File: config.mk
export PLATFORM = sky130hd
export DESIGN_NAME = otter_crypto_unit_flat
export DESIGN_NICKNAME = d
export VERILOG_FILES = /design/src/rtl/otter_crypto_unit_if.sv /design/src/rtl/otter_crypto_unit.sv /design/src/flat_wrapper.sv
export SDC_FILE = /design/constraint.sdc
export NUM_CORES = 1
export LEC_CHECK = 0
export ABC_AREA = 1
export ABC_CLOCK_PERIOD_IN_PS = 4200
export CELL_PAD_IN_SITES_DETAIL_PLACEMENT = 0
export CELL_PAD_IN_SITES_GLOBAL_PLACEMENT = 1
export CORE_ASPECT_RATIO = 1.5
export CORE_MARGIN = 5
export CORE_UTILIZATION = 38
export DETAILED_ROUTE_END_ITERATION = 10
export GPL_TIMING_DRIVEN = 1
export PLACE_DENSITY = 0.86
export SYNTH_ARGS = -nofsm -noshare
export SYNTH_HDL_FRONTEND = slang
export SYNTH_SLANG_ARGS = --single-unit
File: constraint.sdc
create_clock -name CLK -period 4.2 [get_ports CLK]
set_input_delay 0.42 -clock CLK [delete_from_list [all_inputs] [get_ports CLK]]
set_output_delay 0.42 -clock CLK [all_outputs]
set_load 0.01 [all_outputs]
File: src/rtl/otter_crypto_unit_if.sv
// Request/response bundle between the OTTER control unit and the crypto unit.
interface otter_crypto_unit_if;
   logic        CRYPTO_START;
   logic        CRYPTO_SEL;
   logic [31:0] CRYPTO_DATA;
   logic [31:0] CRYPTO_KEY;
   logic [31:0] CRYPTO_RESULT;
   logic        CRYPTO_BUSY;
   logic        CRYPTO_DONE;

   modport master (
      output CRYPTO_START, CRYPTO_SEL, CRYPTO_DATA, CRYPTO_KEY,
      input  CRYPTO_RESULT, CRYPTO_BUSY, CRYPTO_DONE
   );

   modport slave (
      input  CRYPTO_START, CRYPTO_SEL, CRYPTO_DATA, CRYPTO_KEY,
      output CRYPTO_RESULT, CRYPTO_BUSY, CRYPTO_DONE
   );
endinterface

File: src/rtl/otter_crypto_unit.sv
// Iterative 32-bit Feistel encrypt/decrypt unit for the OTTER ENCRY instructions,
// one round per clock, result held until the next completion.
//
// state  | meaning
// S_IDLE | waiting for CRYPTO_START; operands latched on the accepting edge
// S_RUN  | one Feistel round per edge; last round writes RESULT and pulses DONE
module otter_crypto_unit #(
   parameter int ROUNDS = 8
) (
   input logic                CLK,
   input logic                RST,
   otter_crypto_unit_if.slave bus
);

   localparam logic [0:0] S_IDLE   = 1'b0;
   localparam logic [0:0] S_RUN    = 1'b1;
   localparam logic [7:0] CNT_LAST = 8'(ROUNDS - 1);

   logic [0:0]  state_q;
   logic [15:0] l_q;
   logic [15:0] r_q;
   logic [31:0] key_q;
   logic        sel_q;
   logic [7:0]  cnt_q;
   logic [31:0] result_q;
   logic        done_q;

   logic [15:0] round_key;
   logic [15:0] f_in;
   logic [15:0] f_out;
   logic [15:0] l_nxt;
   logic [15:0] r_nxt;
   logic        last_round;

   // Decrypt walks the counter downward, so the round function input swaps halves.
   always_comb begin
      round_key  = (cnt_q[0] ? key_q[31:16] : key_q[15:0]) ^ {8'h00, cnt_q};
      f_in       = sel_q ? l_q : r_q;
      f_out      = {f_in[12:0], f_in[15:13]} ^ round_key;
      l_nxt      = r_q;
      r_nxt      = l_q ^ f_out;
      if (sel_q) begin
         l_nxt = r_q ^ f_out;
         r_nxt = l_q;
      end
      last_round = sel_q ? (cnt_q == 8'd0) : (cnt_q == CNT_LAST);
   end

   always_ff @(posedge CLK or posedge RST) begin
      if (RST) begin
         state_q  <= S_IDLE;
         l_q      <= 16'h0000;
         r_q      <= 16'h0000;
         key_q    <= 32'h0000_0000;
         sel_q    <= 1'b0;
         cnt_q    <= 8'd0;
         result_q <= 32'h0000_0000;
         done_q   <= 1'b0;
      end else begin
         done_q <= 1'b0;
         case (state_q)
            S_IDLE: begin
               if (bus.CRYPTO_START) begin
                  l_q     <= bus.CRYPTO_DATA[31:16];
                  r_q     <= bus.CRYPTO_DATA[15:0];
                  key_q   <= bus.CRYPTO_KEY;
                  sel_q   <= bus.CRYPTO_SEL;
                  cnt_q   <= bus.CRYPTO_SEL ? CNT_LAST : 8'd0;
                  state_q <= S_RUN;
               end
            end
            S_RUN: begin
               l_q <= l_nxt;
               r_q <= r_nxt;
               if (last_round) begin
                  result_q <= {l_nxt, r_nxt};
                  done_q   <= 1'b1;
                  state_q  <= S_IDLE;
               end else begin
                  cnt_q <= sel_q ? (cnt_q - 8'd1) : (cnt_q + 8'd1);
               end
            end
            default: state_q <= S_IDLE;
         endcase
      end
   end

   assign bus.CRYPTO_RESULT = result_q;
   assign bus.CRYPTO_BUSY   = (state_q == S_RUN);
   assign bus.CRYPTO_DONE   = done_q;

endmodule

File: src/flat_wrapper.sv
// flat-port wrapper written by rule: the top's interface ports become plain ports
module otter_crypto_unit_flat 
#(
   parameter int ROUNDS = 8
)
  (CLK, RST, bus_CRYPTO_START, bus_CRYPTO_SEL, bus_CRYPTO_DATA, bus_CRYPTO_KEY, bus_CRYPTO_RESULT, bus_CRYPTO_BUSY, bus_CRYPTO_DONE);
  otter_crypto_unit_if bus_i ();
  input logic CLK;
  input logic RST;
  input wire logic [$bits(bus_i.CRYPTO_START)-1:0] bus_CRYPTO_START;
  input wire logic [$bits(bus_i.CRYPTO_SEL)-1:0] bus_CRYPTO_SEL;
  input wire logic [$bits(bus_i.CRYPTO_DATA)-1:0] bus_CRYPTO_DATA;
  input wire logic [$bits(bus_i.CRYPTO_KEY)-1:0] bus_CRYPTO_KEY;
  output wire logic [$bits(bus_i.CRYPTO_RESULT)-1:0] bus_CRYPTO_RESULT;
  output wire logic [$bits(bus_i.CRYPTO_BUSY)-1:0] bus_CRYPTO_BUSY;
  output wire logic [$bits(bus_i.CRYPTO_DONE)-1:0] bus_CRYPTO_DONE;
  assign bus_i.CRYPTO_START = bus_CRYPTO_START;
  assign bus_i.CRYPTO_SEL = bus_CRYPTO_SEL;
  assign bus_i.CRYPTO_DATA = bus_CRYPTO_DATA;
  assign bus_i.CRYPTO_KEY = bus_CRYPTO_KEY;
  assign bus_CRYPTO_RESULT = bus_i.CRYPTO_RESULT;
  assign bus_CRYPTO_BUSY = bus_i.CRYPTO_BUSY;
  assign bus_CRYPTO_DONE = bus_i.CRYPTO_DONE;
  otter_crypto_unit #(.ROUNDS(ROUNDS)) u_core (.CLK(CLK), .RST(RST), .bus(bus_i));
endmodule
==> results of run 1 <==
[worst reg2reg max path: stages (launching register included)]
cell	delay (ps)
dfrtp_1	810
nor2_1	190
inv_1	790
nand2_2	290
nand2_1	130
nand3_1	70
[area by class of cell]
cell class | count | area [sq um]
clock buffer | 10 | 229
timing repair buffer | 108 | 1080
clock inverter | 6 | 50.0
fill | 1729 | 8860
multi-input combinational | 691 | 3030
inverter | 113 | 430
sequential | 107 | 2680
tap | 210 | 263
[how the worst min path moves through the flow]
| stage | cells after the start | end |
|---|---|---|
| final | 2 | u_core.bus.CRYPTO_RESULT[21]$_DFFE_PP0P_ |
| after global routing | 2 | u_core.bus.CRYPTO_RESULT[6]$_DFFE_PP0P_ |
| after CTS | 2 | u_core.bus.CRYPTO_RESULT[14]$_DFFE_PP0P_ |
| after detailed placement | 2 | u_core.bus.CRYPTO_RESULT[9]$_DFFE_PP0P_ |
| after global placement | 2 | u_core.bus.CRYPTO_RESULT[7]$_DFFE_PP0P_ |
| after floorplan | 2 | u_core.key_q[0]$_DFFE_PP0P_ |
[power groups by stage]
stage | clock (mW) | sequential [mW] | combinational, mW
global placement | 0 | 1.87 | 3.62
floorplan | 0 | 1.84 | 2.65
global route | 0.868 | 1.92 | 4.24
CTS | 0.837 | 1.85 | 3.69
finish | 0.820 | 1.85 | 3.66
detailed placement | 0 | 1.86 | 3.67
[cell usage after synthesis (all sizes together)]
cell / n
fa: 1
or2: 1
a21o: 1
o22ai: 2
xnor2: 9
o31ai: 2
nor3: 1
buf: 30
dfrtp: 107
ha: 6
xor2: 1
nor2: 9
nand2: 446
inv: 112
nand3b: 2
nand3: 115
clkbuf: 10
a21boi: 1
nand4: 5
o21ai: 84
clkinv: 1
a21oi: 5
[flip-flops by register name (all words and copies together) (netlist names)]
name,cells
u_core.bus.CRYPTO_BUSY,1
u_core.bus.CRYPTO_DONE,1
u_core.bus.CRYPTO_RESULT,32
u_core.cnt_q,8
u_core.key_q,32
u_core.l_q,16
u_core.r_q,16
u_core.sel_q,1
[layer usage]
| layer | track usage (%) | vias to the layer above | routed length [um] |
|---|---|---|---|
| li1 | - | 3118 | - |
| met3 | 2.70 | 21 | 675 |
| met4 | 5.01 | 0 | 308 |
| met1 | 26.1 | 2752 | 8140 |
| met2 | 30.6 | 110 | 8640 |
| met5 | 0 | - | 0 |
[logic make-up (layout without fill, tap and decap cells)]
kind of cell,count (synthesis),after routing,share of synthesized area (%)
xor gates and xnor gates,10,10,1.38
AOI/OAI and AO/OA,95,95,7.76
DFF,107,107,42.1
adders and majority gates,7,7,1.50
and+or+nand+nor,579,579,37.1
buffers and inverters,153,237,10.1
[cell usage in the layout, fill, tap and decap left out, drive strengths merged, types with 2 or more instances in the layout]
master	Yosys	layout
clkbuf	10	10
nand3b	2	2
dfrtp	107	107
nand2	446	446
o21ai	84	84
clkdlybuf4s50	0	101
ha	6	6
inv	112	113
xnor2	9	9
nor2	9	9
buf	30	7
nand4	5	5
o22ai	2	2
clkinv	1	5
a21oi	5	5
o31ai	2	2
nand3	115	115
==> impl_metrics.yaml, run 1 <==
pwr:
  seqPwrFrac_pct: 29.3
  power_density_nw_per_um2: 816
  p_comb_share_pct: 57.8
  clkPwrFrac_pct: 12.9
  cellInternalPower_mw: 3.27
  power_mw: 6.33
  swShare_pct: 48.3
  switching_power_mw: 3.06
  vdd.ir_drop.worst_mv: 0.285
  p_leak_nw: 3.89
clock_network:
  cts_setup_buffers: 0
  cts.clk_slew.worst_paths_ps: 70
  cts_buffers: 9
  clk_path_buf_depth: 2
  worstSkewPairLatency_ps: 360
  cts_resized: 0
  cts_tree: "done"
  numClockSinks: 107
  htreeDepth: 3
  holdBufCountCts: 0
  clockRootBuffer: "clkbuf_16"
setup_path:
  r2r_cells: 5
  worst_path_max_delay_cell: "dfrtp_1"
  critical_path.startpoint: "u_core.bus.CRYPTO_BUSY$_DFF_PP0_"
  cp_top_family: "buffers and inverters"
  worstSetupPathType: "reg -> out"
  cp.arrival_ps: 2140
  slowest_delay_ps: 810
  r2r_start: "u_core.bus.CRYPTO_BUSY$_DFF_PP0_"
  regToRegSetupSlack_ps: 1790
  crit_cells: 2
  start_kind: "flop"
  critPathMaxFanout: 20
  end_kind: "output pin"
  path_cells: "buf_4 > clkdlybuf4s50_1"
  r2r-end: "u_core.cnt_q[1]$_DFFE_PP0P_"
  worst-path-buf-inv: 2
  endpoint: "bus_CRYPTO_BUSY"
  required_ps: 3780
grt:
  antenna_found_initial: 0
  grt_usage_pct: 18.8
  overflow: 0
  grt_pass1_vias: 5831
  grt_pass1_wl_mm: 29.2
  grt_max_degree: 80
drt:
  routed_wirelength_mm: 17.8
  vias_per_cell: 4.82
  first_pass_iters: 5
  drcViolationCount: 0
  via_count: 6001
  wire_per_inst_um: 14.3
  final_antenna_net_count: 0
  drt_first_iter_violations: 293
timing:
  fmax_ghz: 0.391
  post-route-min-period_ps: 2560
  fin_setup_tns_ps: 0
  worstMarginPinSlew_ps: 1030
  whs_ps: 490
  fin_crit_sh_pct: 60.8
  slew_headroom_pct: 31.0
  finalHoldViolCount: 0
  setup_viol: 0
  report.final.slew_viol_count: 0
  fin_ws_ps: 1640
  rsz0062_at_grt: "false"
  finalClockSkew_ps: 17.0
floorplan:
  initial_core_util_pct: 38.2
  die_area_sq_um: 19500
  core_sq_um: 16600
  die_w_um: 116
  io_pins: 102
  core.rowCount: 58
  chipHeight_um: 168
flow_run:
  maxCapViolCount: 0
worst_hold_path:
  hold_path_class: "reg -> reg"
  hp-start: "u_core.bus.CRYPTO_RESULT[21]$_DFFE_PP0P_"
logic_synthesis:
  syn_area_sq_um: 6350
  synth_area_leaders: "dfrtp_1, nand2_1, nand3_1, o21ai_0, inv_1"
  ys_seq_area_share_pct: 42.1
  synthDistinctLibCells: 33
  synthCells: 951
  ys_warn_count: 0
  syn_area_per_cell_sq_um: 6.68
  synth.largest_area_cell: "dfrtp_1"
  ys_seq_elements: 107
  synth_nets: 1026
  synth_top_area_share_pct: 42.1
placed_design:
  placed_cells: 1229
  hpwlAfterDp_mm: 13.1
  gp_congestion: 0.825
  pre_cts_slack_ps: 1800
  port_buffers: 101
  placed_cell_area_sq_um: 7480
cells_and_area:
  syn2layout_area_growth_pct: 22.2
  nNetsFinal: 1105
  stdcell_count: 1245
  design_area_sq_um: 7760
  n_antenna_cell: 0
  final_util_pct: 46.7
  drive_gt1_share_pct: 3.57
run_status:
  status: "complete, no violations"
Note: power is estimated with default switching activity, not from simulation.
==> run 2, diff against run 1 <==
--- a/config.mk
+++ b/config.mk
@@ -6,15 +6,15 @@
 export NUM_CORES = 1
 export LEC_CHECK = 0
 export ABC_AREA = 1
-export ABC_CLOCK_PERIOD_IN_PS = 4200
+export ABC_CLOCK_PERIOD_IN_PS = 2200
 export CELL_PAD_IN_SITES_DETAIL_PLACEMENT = 0
 export CELL_PAD_IN_SITES_GLOBAL_PLACEMENT = 1
 export CORE_ASPECT_RATIO = 1.5
 export CORE_MARGIN = 5
-export CORE_UTILIZATION = 38
+export CORE_UTILIZATION = 35
 export DETAILED_ROUTE_END_ITERATION = 10
 export GPL_TIMING_DRIVEN = 1
-export PLACE_DENSITY = 0.86
+export PLACE_DENSITY = 0.84
 export SYNTH_ARGS = -nofsm -noshare
 export SYNTH_HDL_FRONTEND = slang
 export SYNTH_SLANG_ARGS = --single-unit
==> constraint.sdc (replaced) <==
create_clock -name CLK -period 2.2 [get_ports CLK]
set_input_delay 0.22 -clock CLK [delete_from_list [all_inputs] [get_ports CLK]]
set_output_delay 0.22 -clock CLK [all_outputs]
set_load 0.01 [all_outputs]
==> run 2 against run 1 <==
Against the previous run: count of clock-buffer cells in the layout is 2 higher; first-iteration DRC count up 14%; design area is 1.8% higher; clock power rose by 120%; setup slack lost 1300 ps; worst hold slack got worse by 120 ps; via count grew 1.6%; critical path depth is 8 higher; sequential power increased by 95%; total power grew 97%; largest cell class unchanged; highest routed layer unchanged.
==> impl_metrics.yaml, run 2 (synthesis gave the netlist of run 1 again) <==
setup_path:
  worstSetupPathType: "reg -> reg"
  path_cells: "inv_2 > buf_4 > nand2_1 > nand2_1 > xnor2_1 > nand2_1 > nand2_1 > nand2_1 > nand2_1 > nand2_1"
  path_common_cell: "nand2_1"
  start_kind: "flop"
  r2r-end: "u_core.bus.CRYPTO_RESULT[15]$_DFFE_PP0P_"
  critPathMaxFanout: 23
  worst-path-buf-inv: 2
  regToRegSetupSlack_ps: 330
  cp.arrival_ps: 2120
  r2r_start: "u_core.sel_q$_DFFE_PP0P_"
  required_ps: 2450
  slowest_delay_ps: 530
  end_kind: "flop"
  r2r_cells: 10
  cp_top_family: "flip-flops"
  worst_path_max_delay_cell: "dfrtp_2"
drt:
  route.met2.wl_mm: 9.08
  via_count: 6097
  routed_wirelength_mm: 18.7
  met1_length_mm: 8.53
  top_layer: "met4"
  drcViolationCount: 0
  wire_per_inst_um: 14.9
  vias_per_cell: 4.84
  final_antenna_net_count: 0
  drt_first_iter_violations: 333
  first_pass_iters: 5
  route.met3.wl_um: 767
clock_network:
  cts_setup_buffers: 0
  clk_path_buf_depth: 2
  numClockSinks: 107
  worstSkewPairLatency_ps: 360
  cts.clk_slew.worst_paths_ps: 70
  htreeDepth: 3
  holdBufCountCts: 0
  cts_resized: 0
  cts_buffers: 9
  clockRootBuffer: "clkbuf_16"
  cts_tree: "done"
worst_hold_path:
  hold_path_class: "in -> async"
placed_design:
  hpwlAfterDp_mm: 13.8
  port_buffers: 101
  gp_congestion: 0.869
run_status:
  status: "complete, no violations"
grt:
  antenna_found_initial: 0
  grt_pass1_wl_mm: 30.6
  grt_max_degree: 108
  overflow: 0
  grt_usage_pct: 18.2
  grt_pass1_vias: 6039
timing:
  setup_viol: 0
  finalHoldViolCount: 0
  finalClockSkew_ps: 5.90
  fmax_ghz: 0.534
  fin_crit_sh_pct: 85.2
  rsz0062_at_grt: "false"
  post-route-min-period_ps: 1870
  worstMarginPinSlew_ps: 605
  report.final.slew_viol_count: 0
  fin_setup_tns_ps: 0
  slew_headroom_pct: 59.7
cells_and_area:
  final_common_cell: "nand2_1"
  n_antenna_cell: 0
  nNetsFinal: 1113
  syn2layout_area_growth_pct: 24.3
  drive_gt1_share_pct: 4.41
  final_cell_mix: "nand2_1, nand3_1, dfrtp_1, inv_1, clkdlybuf4s50_1"
floorplan:
  core_sq_um: 17900
  io_pins: 102
  core.rowCount: 60
  die_area_sq_um: 21000
  chipHeight_um: 175
  initial_core_util_pct: 35.4
  die_w_um: 120
flow_run:
  maxCapViolCount: 0
pwr:
  power_density_nw_per_um2: 1580
  vdd.ir_drop.worst_mv: 0.534
  power_mw: 12.5
  p_leak_nw: 3.96
-- run 2: changes by cell type in the layout (fill, tap and decap cells not counted), sizes merged --
cell,previous run,this run
buf,7,15
bufinv,0,1
clkbuf,10,12
clkinv,5,2
-- run 2: how the worst max path moves through the flow --
stage,start,end,slack (ps),cells past startpoint
floorplan,u_core.sel_q$_DFFE_PP0P_,u_core.cnt_q[6]$_DFFE_PP0P_,200,10
global placement,u_core.cnt_q[1]$_DFFE_PP0P_,u_core.cnt_q[6]$_DFFE_PP0P_,350,8
detailed placement,u_core.cnt_q[1]$_DFFE_PP0P_,u_core.cnt_q[6]$_DFFE_PP0P_,330,8
CTS,u_core.cnt_q[1]$_DFFE_PP0P_,u_core.cnt_q[6]$_DFFE_PP0P_,320,8
global route,u_core.cnt_q[1]$_DFFE_PP0P_,u_core.cnt_q[6]$_DFFE_PP0P_,180,8
finish,u_core.sel_q$_DFFE_PP0P_,u_core.bus.CRYPTO_RESULT[15]$_DFFE_PP0P_,330,10
-- run 2: final cells by class --
cell class | instances | area (sq um)
timing repair buffer | 116 | 1160
fill | 1880 | 10000
clock inverter | 4 | 55.1
multi-input combinational | 691 | 3030
sequential | 107 | 2680
inverter | 113 | 432
clock buffer | 12 | 267
tap | 217 | 272
-- run 2: per-layer routing --
| layer | track usage [%] | up-vias |
|---|---|---|
| met5 | 0 | - |
| li1 | - | 3132 |
| met2 | 30.5 | 137 |
| met1 | 23.9 | 2806 |
| met4 | 5.83 | 0 |
| met3 | 2.95 | 22 |
-- run 2: stage by stage --
| stage | setup WS (ps) | std cells | utilization (%) | hold WS, ps | area [sq um] |
|---|---|---|---|---|---|
| after global placement | 347 | 1244 | 42.2 | 467 | 7580 |
| final | 327 | 1260 | 44.0 | 373 | 7900 |
| after detailed placement | 331 | 1244 | 42.2 | 464 | 7580 |
| after floorplan | 200 | 951 | - | 330 | 6360 |
| after CTS | 320 | 1260 | 44.0 | 410 | 7900 |
| after global routing | 176 | 1260 | 44.0 | 436 | 7900 |
-- run 2: tightest hold or removal path: stages --
cell	delay, ps
clkdlybuf4s50_1	440
clkinvlp_4	100
buf_12	440
-- run 2: power breakdown --
group / internal [mW] / switching, mW / leakage (nW)
clock network: 0.988 / 0.786 / 0.161
logic: 2.64 / 4.45 / 2.53
registers: 2.92 / 0.683 / 1.27
